$ cat config.mk
export PLATFORM = sky130hd
export DESIGN_NAME = shift_register_seq
export DESIGN_NICKNAME = d
export VERILOG_FILES = /design/src/rtl/shift_register_seq.sv
export SDC_FILE = /design/constraint.sdc
export NUM_CORES = 1
export LEC_CHECK = 0
export BUFFER_PORTS_ARGS = -buffer_cell sky130_fd_sc_hd__buf_2
export CORE_ASPECT_RATIO = 0.7
export CORE_MARGIN = 10
export CORE_UTILIZATION = 54
export DETAILED_ROUTE_END_ITERATION = 8
export PLACE_DENSITY = 0.81
export SLEW_MARGIN = 15
export SYNTH_ARGS = -nofsm -noshare
export SYNTH_HDL_FRONTEND = slang
export SYNTH_SLANG_ARGS = --single-unit
$ cat constraint.sdc
create_clock -name clk -period 2.6 [get_ports clk]
set_input_delay 0.52 -clock clk [delete_from_list [all_inputs] [get_ports clk]]
set_output_delay 0.52 -clock clk [all_outputs]
set_load 0.03 [all_outputs]
$ cat src/rtl/shift_register_seq.sv
// rtl/shift_register_seq.sv - parametrised universal shift register with multi-step sequencer
//
// Executes one command per start strobe: hold, shift right/left, parallel load,
// rotate right/left or arithmetic shift right, repeated amt times, followed by
// a one-cycle done pulse. busy is high from the accept edge until the done edge.
//
// Optional feature macro: SHREG_SOUT_EN (adds serial-out port s_out and strobe s_valid)
//
// Ports:
//   clk     in   clock, all state changes on rising edge
//   clr     in   synchronous active-low reset
//   start   in   command strobe, sampled only when idle
//   mode    in   [2:0] operation select, latched on accept
//   amt     in   [AMT_W-1:0] step count, latched on accept (load forces 1)
//   d       in   [WIDTH-1:0] parallel load data, latched on accept
//   l_in    in   serial bit entering LSB on shift left (live each step)
//   r_in    in   serial bit entering MSB on shift right (live each step)
//   q       out  [WIDTH-1:0] register contents
//   busy    out  command executing
//   done    out  one-cycle completion pulse
//   s_out   out  bit expelled by the last step (SHREG_SOUT_EN only)
//   s_valid out  high one cycle after each expelling step (SHREG_SOUT_EN only)

module shift_register_seq #(
    parameter int WIDTH = 8,
    parameter int AMT_W = 3
) (
    input  logic             clk,
    input  logic             clr,
    input  logic             start,
    input  logic [2:0]       mode,
    input  logic [AMT_W-1:0] amt,
    input  logic [WIDTH-1:0] d,
    input  logic             l_in,
    input  logic             r_in,
    output logic [WIDTH-1:0] q,
    output logic             busy,
    output logic             done
`ifdef SHREG_SOUT_EN
    ,
    output logic             s_out,
    output logic             s_valid
`endif
);

    localparam logic [2:0] MODE_SRL  = 3'b001;
    localparam logic [2:0] MODE_SHL  = 3'b010;
    localparam logic [2:0] MODE_LOAD = 3'b011;
    localparam logic [2:0] MODE_ROTR = 3'b100;
    localparam logic [2:0] MODE_ROTL = 3'b101;
    localparam logic [2:0] MODE_ASR  = 3'b110;

    typedef enum logic {
        IDLE,
        RUN
    } state_t;

    state_t           state_q;
    logic [2:0]       mode_q;
    logic [AMT_W-1:0] cnt_q;
    logic [WIDTH-1:0] dlat_q;
    logic [WIDTH-1:0] q_q;
    logic             busy_q;
    logic             done_q;
    logic [WIDTH-1:0] q_d;

    // Result of one step of the latched operation; hold/reserved keep q.
    always_comb begin
        q_d = q_q;
        case (mode_q)
            MODE_SRL:  q_d = {r_in, q_q[WIDTH-1:1]};
            MODE_SHL:  q_d = {q_q[WIDTH-2:0], l_in};
            MODE_LOAD: q_d = dlat_q;
            MODE_ROTR: q_d = {q_q[0], q_q[WIDTH-1:1]};
            MODE_ROTL: q_d = {q_q[WIDTH-2:0], q_q[WIDTH-1]};
            MODE_ASR:  q_d = {q_q[WIDTH-1], q_q[WIDTH-1:1]};
            default:   q_d = q_q;
        endcase
    end

`ifdef SHREG_SOUT_EN
    logic s_out_q;
    logic s_valid_q;
    logic sbit_d;
    logic sprod_d;

    // Right-moving operations expel the LSB, left-moving ones the MSB.
    always_comb begin
        sbit_d  = 1'b0;
        sprod_d = 1'b0;
        case (mode_q)
            MODE_SRL, MODE_ROTR, MODE_ASR: begin
                sbit_d  = q_q[0];
                sprod_d = 1'b1;
            end
            MODE_SHL, MODE_ROTL: begin
                sbit_d  = q_q[WIDTH-1];
                sprod_d = 1'b1;
            end
            default: begin
                sbit_d  = 1'b0;
                sprod_d = 1'b0;
            end
        endcase
    end
`endif

    always_ff @(posedge clk) begin
        if (!clr) begin
            state_q <= IDLE;
            mode_q  <= 3'b000;
            cnt_q   <= '0;
            dlat_q  <= '0;
            q_q     <= '0;
            busy_q  <= 1'b0;
            done_q  <= 1'b0;
`ifdef SHREG_SOUT_EN
            s_out_q   <= 1'b0;
            s_valid_q <= 1'b0;
`endif
        end else begin
            done_q <= 1'b0;
`ifdef SHREG_SOUT_EN
            s_valid_q <= 1'b0;
`endif
            case (state_q)
                IDLE: begin
                    if (start) begin
                        mode_q  <= mode;
                        dlat_q  <= d;
                        // A load is always exactly one step regardless of amt.
                        cnt_q   <= (mode == MODE_LOAD) ? AMT_W'(1) : amt;
                        state_q <= RUN;
                        busy_q  <= 1'b1;
                    end
                end
                RUN: begin
                    if (cnt_q != '0) begin
                        q_q   <= q_d;
                        cnt_q <= cnt_q - AMT_W'(1);
`ifdef SHREG_SOUT_EN
                        if (sprod_d) begin
                            s_out_q   <= sbit_d;
                            s_valid_q <= 1'b1;
                        end
`endif
                    end else begin
                        // Terminal edge: no step, hand back to IDLE with done.
                        state_q <= IDLE;
                        busy_q  <= 1'b0;
                        done_q  <= 1'b1;
                    end
                end
                default: state_q <= IDLE;
            endcase
        end
    end

    assign q    = q_q;
    assign busy = busy_q;
    assign done = done_q;
`ifdef SHREG_SOUT_EN
    assign s_out   = s_out_q;
    assign s_valid = s_valid_q;
`endif

endmodule

After elaboration in Yosys (flattened, before gate mapping)
Index checks and enable logic that the tools add are counted.
{"block": "word_totals", "regBits": 25, "in_bits": 19, "output_inout_bits": 10, "elab_cells": 42}
{"block": "op_classes", "add_sub_neg": 1, "n_eq_ne": 10, "muxes": 12, "bitwise_logic": 2, "reduce_logical": 9}
{"op": "8-bit one-hot mux with 6 select lines", "n": 1}
{"op": "3-bit by 2-bit equality test with 1-bit output, second input constant", "n": 3}
{"op": "3-bit equality test, second input constant", "n": 3}
{"op": "3-bit two-way mux", "n": 3}
{"op": "2-bit AND reduction", "n": 4}
{"op": "3-bit one-hot mux with 2 select lines", "n": 1}
{"op": "6-bit nonzero test", "n": 1}
{"op": "1-bit two-way mux", "n": 5}
{"op": "5-bit nonzero test", "n": 1}
{"op": "2-bit != test, second input constant", "n": 2}
{"op": "1-bit one-hot mux with 2 select lines", "n": 2}
{"op": "4-bit AND reduction", "n": 1}
{"op": "3-bit by 1-bit equality test with 1-bit output, second input constant", "n": 1}
{"op": "3-bit AND reduction", "n": 1}
{"op": "3-bit nonzero test", "n": 1}
{"op": "3-bit by 1-bit subtractor with 3-bit output, second input constant", "n": 1}
{"op": "2-bit by 1-bit != test with 1-bit output, second input constant", "n": 1}
{"op": "1-bit NOT", "n": 2}

Longest topological paths before layout
Gate-level depths: netlist (run 1).
{"block": "logic_depth", "ltp_word": 4, "depth_mapped": 7}

Worst setup path before layout (run 1)
OpenSTA, ideal clock, no wires.
{"block": "synth_timing", "kind": "flip-flop to flip-flop", "startpoint": "reg cnt_q[0]", "endpoint": "reg q_q[6], in the netlist q[6]", "t_arrival_ps": 1413, "required_ps": 2525, "slack_ps": 1112, "stages_incl_launch_ff": 8, "path_cell_list": "dfxtp_1 > inv_1 > ha_1 > nor2b_1 > nor4_4 > buf_6 > o21ai_2 > o22ai_1"}
{"block": "synth_between", "elab_chain_cells": 2}
{"item": "start: declaration", "line_no": "60", "source": "logic [AMT_W-1:0] cnt_q;"}
{"item": "start signal: assignment", "line_no": "132", "source": "cnt_q <= (mode == MODE_LOAD) ? AMT_W'(1) : amt;"}
{"item": "start signal: assignment", "line_no": "140", "source": "cnt_q <= cnt_q - AMT_W'(1);"}
{"item": "3-bit nonzero test", "line_no": "138", "source": "if (cnt_q != '0) begin"}
{"item": "3-bit AND reduction (no source line)"}
{"item": "end signal: assignment", "line_no": "139", "source": "q_q <= q_d;"}
{"item": "end: declaration", "line_no": "62", "source": "logic [WIDTH-1:0] q_q;"}
Every way passes these cells.
A chain may end at the register's enable or synchronous reset.

Worst setup path in the final report (run 1)
{"block": "layout_timing", "startpoint": "reg mode_q[0]", "endpoint": "reg q_q[4], in the netlist q[4]"}
{"block": "layout_between", "elab_chain_cells": 3, "elab_cells_between_ends": 9}
{"item": "start: declaration", "line_no": "59", "source": "logic [2:0] mode_q;"}
{"item": "start signal: assignment", "line_no": "129", "source": "mode_q <= mode;"}
{"item": "3-bit equality test, or another cell as far along", "line_no": "70", "source": "case (mode_q)"}
{"item": "6-bit nonzero test (no source line)"}
{"item": "3-bit AND reduction (no source line)"}
Parallel ways exist; a longest one is shown, timed or not.

==> key figures, run 1 <==
Finish
  – Fill cells: 218
  – # diodes: 0
  – Fraction of layout cells with a size suffix above 1: 22.7%
  – Final #Nets: 203
  – Final Core Density: 65.1%
  – Multi-input logic area: 714 um^2
  – Reg area: 500 um^2
  – Area growth syn-to-layout: 11.7%

Timing
  – RSZ-0062 raised after global routing: false
  – Final hold slack: 436 ps
  – Final setup margin: 656 ps
  – Final Max Tran Viols: 0
  – Worst slew margin: 53.8%
  – Setup TNS: 0 ps
  – Final hold vios: 0
  – Fmax: 514 MHz
  – Clock Skew: 3.71 ps
  – Final setup violation count: 0
  – Final min period: 1940 ps
  – Worst Tran Pin Value: 687 ps
  – Final worst-path cycle share: 74.8%

Global routing
  – Initial antenna violation count: 0
  – Largest net degree at the start of global routing: 28
  – Vias in the first global route: 1172
  – First-pass GRT wire length: 5420 um
  – GRT Util Overall: 13.7%
  – Overflow left after global routing: 0

Place
  – Detailed Place HPWL: 2420 um
  – Pre-CTS setup slack: 706 ps
  – Port Buffers: 28
  – Gpl congestion: 0.859

Synth
  – Mapped Cells: 159
  – Syn Area/Cell: 8.15 um^2
  – Most common library cells after synthesis: nand2_1, dfxtp_1, o21ai_0
  – Top cell type's share of synthesized area: 38.6%
  – Mapped cell area: 0.00130 mm^2
  – Unique masters post-synth: 38
  – Most frequent cell after synthesis: nand2_1
  – Syn_nets: 180
  – Flops & latches, synth: 25
  – Yosys top cell by area: dfxtp_1
  – Post-synth ARST share: 0%
  – Yosys warns: 0
  – Synth area leaders: dfxtp_1, nand2_1, a21boi_0, o21ai_0, a31oi_1
  – Post-synth top flop: dfxtp_1
  – Post-synth EDFFs: 0
  – Seq/Total Area, Yosys: 38.6%

Critical path
  – Crit path launch type: flip-flop
  – CP arrival: 2200 ps
  – CP max FO: 14
  – CP endpoint kind: flip-flop
  – Setup CP Type: reg -> reg
  – Worst endpoint required time: 2850 ps

Run
  – Max-cap violations: 0

Clocking
  – Clk sink count: 25
  – CTS tree: done
  – H-tree depth: 1
  – Post-cts hold buffer count: 0
  – Reg clk slew, reported paths: 130 ps
  – Clk root buf: clkbuf_4
  – Clock Latency Late Sink: 320 ps
  – Postcts setup bufs: 0
  – Post-CTS Resized: 0
  – Clock buffer depth: 2
  – Number of buffers created by CTS: 3

Route
  – Total Wirelength: 3150 um
  – Via/cell ratio: 5.76
  – First-pass DRT Iterations: 4
  – Antenna Violating Nets Remaining: 0
  – DRC: 0
  – 1st-iter DRT viols: 145
  – Routed via count: 1226
  – WL/cell: 14.8 um

Floorplanning
  – DIE AREA: 0.00479 mm^2
  – Initial Utilization: 58.3%
  – Die width: 78.6 um
  – Rows: 14
  – Core area: 0.00222 mm^2
  – # IOs: 29
  – Die Y: 61.0 um

Min path
  – Worst hold path class: in -> reg

Pwr
  – Leakage power: 0.000572 uW
  – Peak supply drop: 297 uV
  – Pwr per Cell Area: 546 mW/mm^2

Status
  – Run status: finished, final reports clean
-- critical path, stage by stage, from the launching register on --
cell and delay (ps):
dfxtp_1 670, nor3_1 190, nor4_4 630, o21ai_0 200, a31oi_1 190
-- final timing paths --
path / startpoint / end / slack [ps] / depth (start not counted)
max: mode_q[0] / q[4] / 660 / 4
min: d[1] / dlat_q[1] / 440 / 3
max reg2reg: mode_q[0] / q[4] / 660 / 4
min reg2reg: dlat_q[0] / dlat_q[0] / 480 / 2
-- sequential cells by signal, summed over array words and instances, names as in the netlist --
| register | count |
|---|---|
| busy | 1 |
| q | 8 |
| done | 1 |
| cnt_q | 3 |
| dlat_q | 8 |
| mode_q | 3 |
| state_q | 1 |
-- final cells by class --
cell class / count / share of cell area, %
flip-flops and latches: 25 / 34.6
repair buffers: 28 / 9.68
multi-input cells: 117 / 49.4
inverters: 7 / 1.82
well taps: 32 / 2.77
clock buffers: 4 / 1.82
-- cell usage in the layout, fill, tap and decap left out, types with 2 or more instances in the layout --
cell / netlist / routed
a21boi_0: 11 / 11
a21oi_1: 5 / 5
a31oi_1: 7 / 7
a32oi_1: 4 / 4
and3_2: 2 / 2
buf_2: 5 / 28
clkbuf_4: 1 / 3
dfxtp_1: 25 / 25
ha_1: 2 / 2
inv_1: 6 / 6
mux2_2: 2 / 2
nand2_1: 31 / 31
nand2b_1: 4 / 4
nand3b_1: 3 / 3
nor2_1: 8 / 8
nor2b_1: 3 / 3
nor3_1: 3 / 3
o21ai_0: 14 / 14
o21ai_2: 2 / 2
-- routing by layer --
metal / global-route usage, % / wire, um / part of all wire [%] / vias to the layer above
met5: 0 / 0 / 0 / -
met4: 1.27 / 0 / 0 / 0
met3: 5.46 / 294 / 9.3 / 0
met2: 22.4 / 1390 / 44 / 46
met1: 17.3 / 1470 / 47 / 569
li1: - / - / - / 611
-- cell families after synthesis --
kind of cell / after synthesis / share of synthesized area, %
mux: 3 / 2.51
flops: 25 / 38.6
simple gates: 59 / 22.4
compound gates: 53 / 28.3
fa+ha+maj: 2 / 1.93
buf+inv: 17 / 6.27
-- report_power, final --
part	total, uW	internal [uW]	switching, uW	leakage, uW
registers	445	412	32.8	0.000205
logic	172	66.7	105	0.000353
clock network	173	60.1	113	0.0000150
-- through the flow --
| stage | cell area [um^2] | instances | power [uW] |
|---|---|---|---|
| after floorplan | 1300 | 159 | 575 |
| after global placement | 1420 | 209 | 614 |
| after detailed placement | 1420 | 209 | 624 |
| after CTS | 1450 | 213 | 794 |
| after global routing | 1450 | 213 | 833 |
| final | 1450 | 213 | 790 |
Note: power is estimated with default switching activity, not from simulation.
==> inputs of run 2 (changes only) <==
- CORE_UTILIZATION: 54 -> 47
- PLACE_DENSITY: 0.81 -> 0.75
- clock period: 2.6 -> 1.7 ns (I/O delays scaled with it)
==> key figures, run 2 (synthesis gave the netlist of run 1 again) <==
Floorplanning
  – # IOs: 29
  – Initial Utilization: 50.8%
  – Rows: 15
  – Core area: 0.00255 mm^2
  – Die width: 82.8 um
  – DIE AREA: 0.00529 mm^2
  – Die Y: 63.9 um

Critical path
  – Crit path launch type: flip-flop
  – Crit-path cells: inv_1 > ha_1 > nor2b_1 > a2111oi_2 > nand2_1 > o32ai_1
  – CP arrival: 1750 ps
  – Slowest-stage cell, CP: a2111oi_2
  – Worst endpoint required time: 1890 ps
  – CP endpoint kind: flip-flop
  – R2R Setup Slk: 140 ps
  – Setup CP Type: reg -> reg
  – Crit path largest cell delay: 360 ps
  – CP max FO: 4

Route
  – Routed via count: 1218
  – 1st-iter DRT viols: 120
  – First-pass DRT Iterations: 4
  – Total Wirelength: 3200 um
  – Antenna Violating Nets Remaining: 0
  – DRC: 0
  – Via/cell ratio: 5.54
  – WL/cell: 14.5 um

Global routing
  – GRT busiest layer: met2
  – Vias in the first global route: 1144
  – GRT Util Overall: 12.2%
  – First-pass GRT wire length: 5190 um
  – Overflow left after global routing: 0
  – Largest net degree at the start of global routing: 28
  – Met2 Use GR: 17.5%
  – Initial antenna violation count: 0
  – Met3 GRT Util: 4.75%
  – Global routing met1 resource utilization: 16.2%

Clocking
  – Clk sink count: 25
  – Number of buffers created by CTS: 3
  – Reg clk slew, reported paths: 80 ps
  – Post-cts hold buffer count: 0
  – Clk root buf: clkbuf_8
  – Clock buffer depth: 2
  – CTS tree: done
  – Clock Latency Late Sink: 270 ps
  – H-tree depth: 1

Finish
  – Commonest non-fill, non-tap cell in the layout: nand2_1
  – Fraction of layout cells with a size suffix above 1: 25.8%
  – Cell area after layout: 0.00151 mm^2
  – # diodes: 0
  – Commonest non-fill, non-tap cells in the layout: nand2_1, buf_2, dfxtp_1, o21ai_0, a21boi_0
  – Area growth syn-to-layout: 16.5%
  – Final Core Density: 59.2%
  – Final #Nets: 208

Pwr
  – Pwr per Cell Area: 861 mW/mm^2
  – Peak supply drop: 575 uV
  – Leakage power: 0.000611 uW

Timing
  – Final worst-path cycle share: 91.8%
  – Worst Tran Pin Value: 499 ps
  – Final Max Tran Viols: 0
  – Clock Skew: 1.35 ps
  – Worst slew margin: 66.5%
  – RSZ-0062 raised after global routing: true
  – Final setup violation count: 0
  – Fmax: 640 MHz
  – Final min period: 1560 ps
  – Final hold vios: 0

Place
  – Port Buffers: 28
  – Detailed Place HPWL: 2440 um
  – Cell Area, Placed: 0.00145 mm^2
  – Gpl congestion: 0.854

Status
  – Run status: finished, final reports clean

Run
  – Max-cap violations: 0

Min path
  – Worst hold path class: in -> reg
## run 2: area by class of cell
cell class	count	area [um^2]
Tap cell	34	42.5
Inverter	7	26.3
Sequential cell	25	502
Multi-Input combinational cell	117	714
Clock buffer	3	41.3
Fill cell	246	1040
Clock inverter	1	5.00
Timing Repair Buffer	33	179
## run 2: report_power, final
part           total, uW  leakage [uW]  switching (uW)  internal (uW)
registers            673      0.000205            43.3            630
logic                276      0.000380             167            109
clock network        351     0.0000255             187            164
total               1300      0.000611             398            903
## run 2: worst paths after layout
kind              from   endpoint  cells after the start
min               d[7]  dlat_q[7]                      3
max           cnt_q[0]       q[7]                      6
min reg2reg  dlat_q[6]  dlat_q[6]                      2
max reg2reg   cnt_q[0]       q[7]                      6
## run 2: per-layer routing
metal  up-vias  part of all wire (%)
met1       545                    46
met4         0                   1.2
met5         -                     0
li1        621                     -
met3         5                   8.6
met2        47                    45
## run 2: repair_timing
item / CTS / global route
endpoints found under the setup margin: 0 / 8
setup buffers: 0 / 1
gates resized for setup: 0 / 2
## run 2: critical path: cells and delay by family (launching register included)
kind                       cells  cell delay (ps)
AOI/OAI and AO/OA              2              570
adders and majority gates      1              200
buffers and inverters          1               70
DFF                            1              340
and+or+nand+nor                2              300
## run 2: through the flow
stage / setup slack, ps / setup TNS [ps] / instances / power [uW] / hold WS [ps]
after floorplan: 212 / 0 / 159 / 880 / 440
after global placement: 183 / 0 / 214 / 946 / 450
after detailed placement: 102 / 0 / 214 / 960 / 464
after CTS: 55.4 / 0 / 218 / 1310 / 302
after global routing: -6.06 / -6.06 / 220 / 1380 / 316
final: 139 / 0 / 220 / 1300 / 310
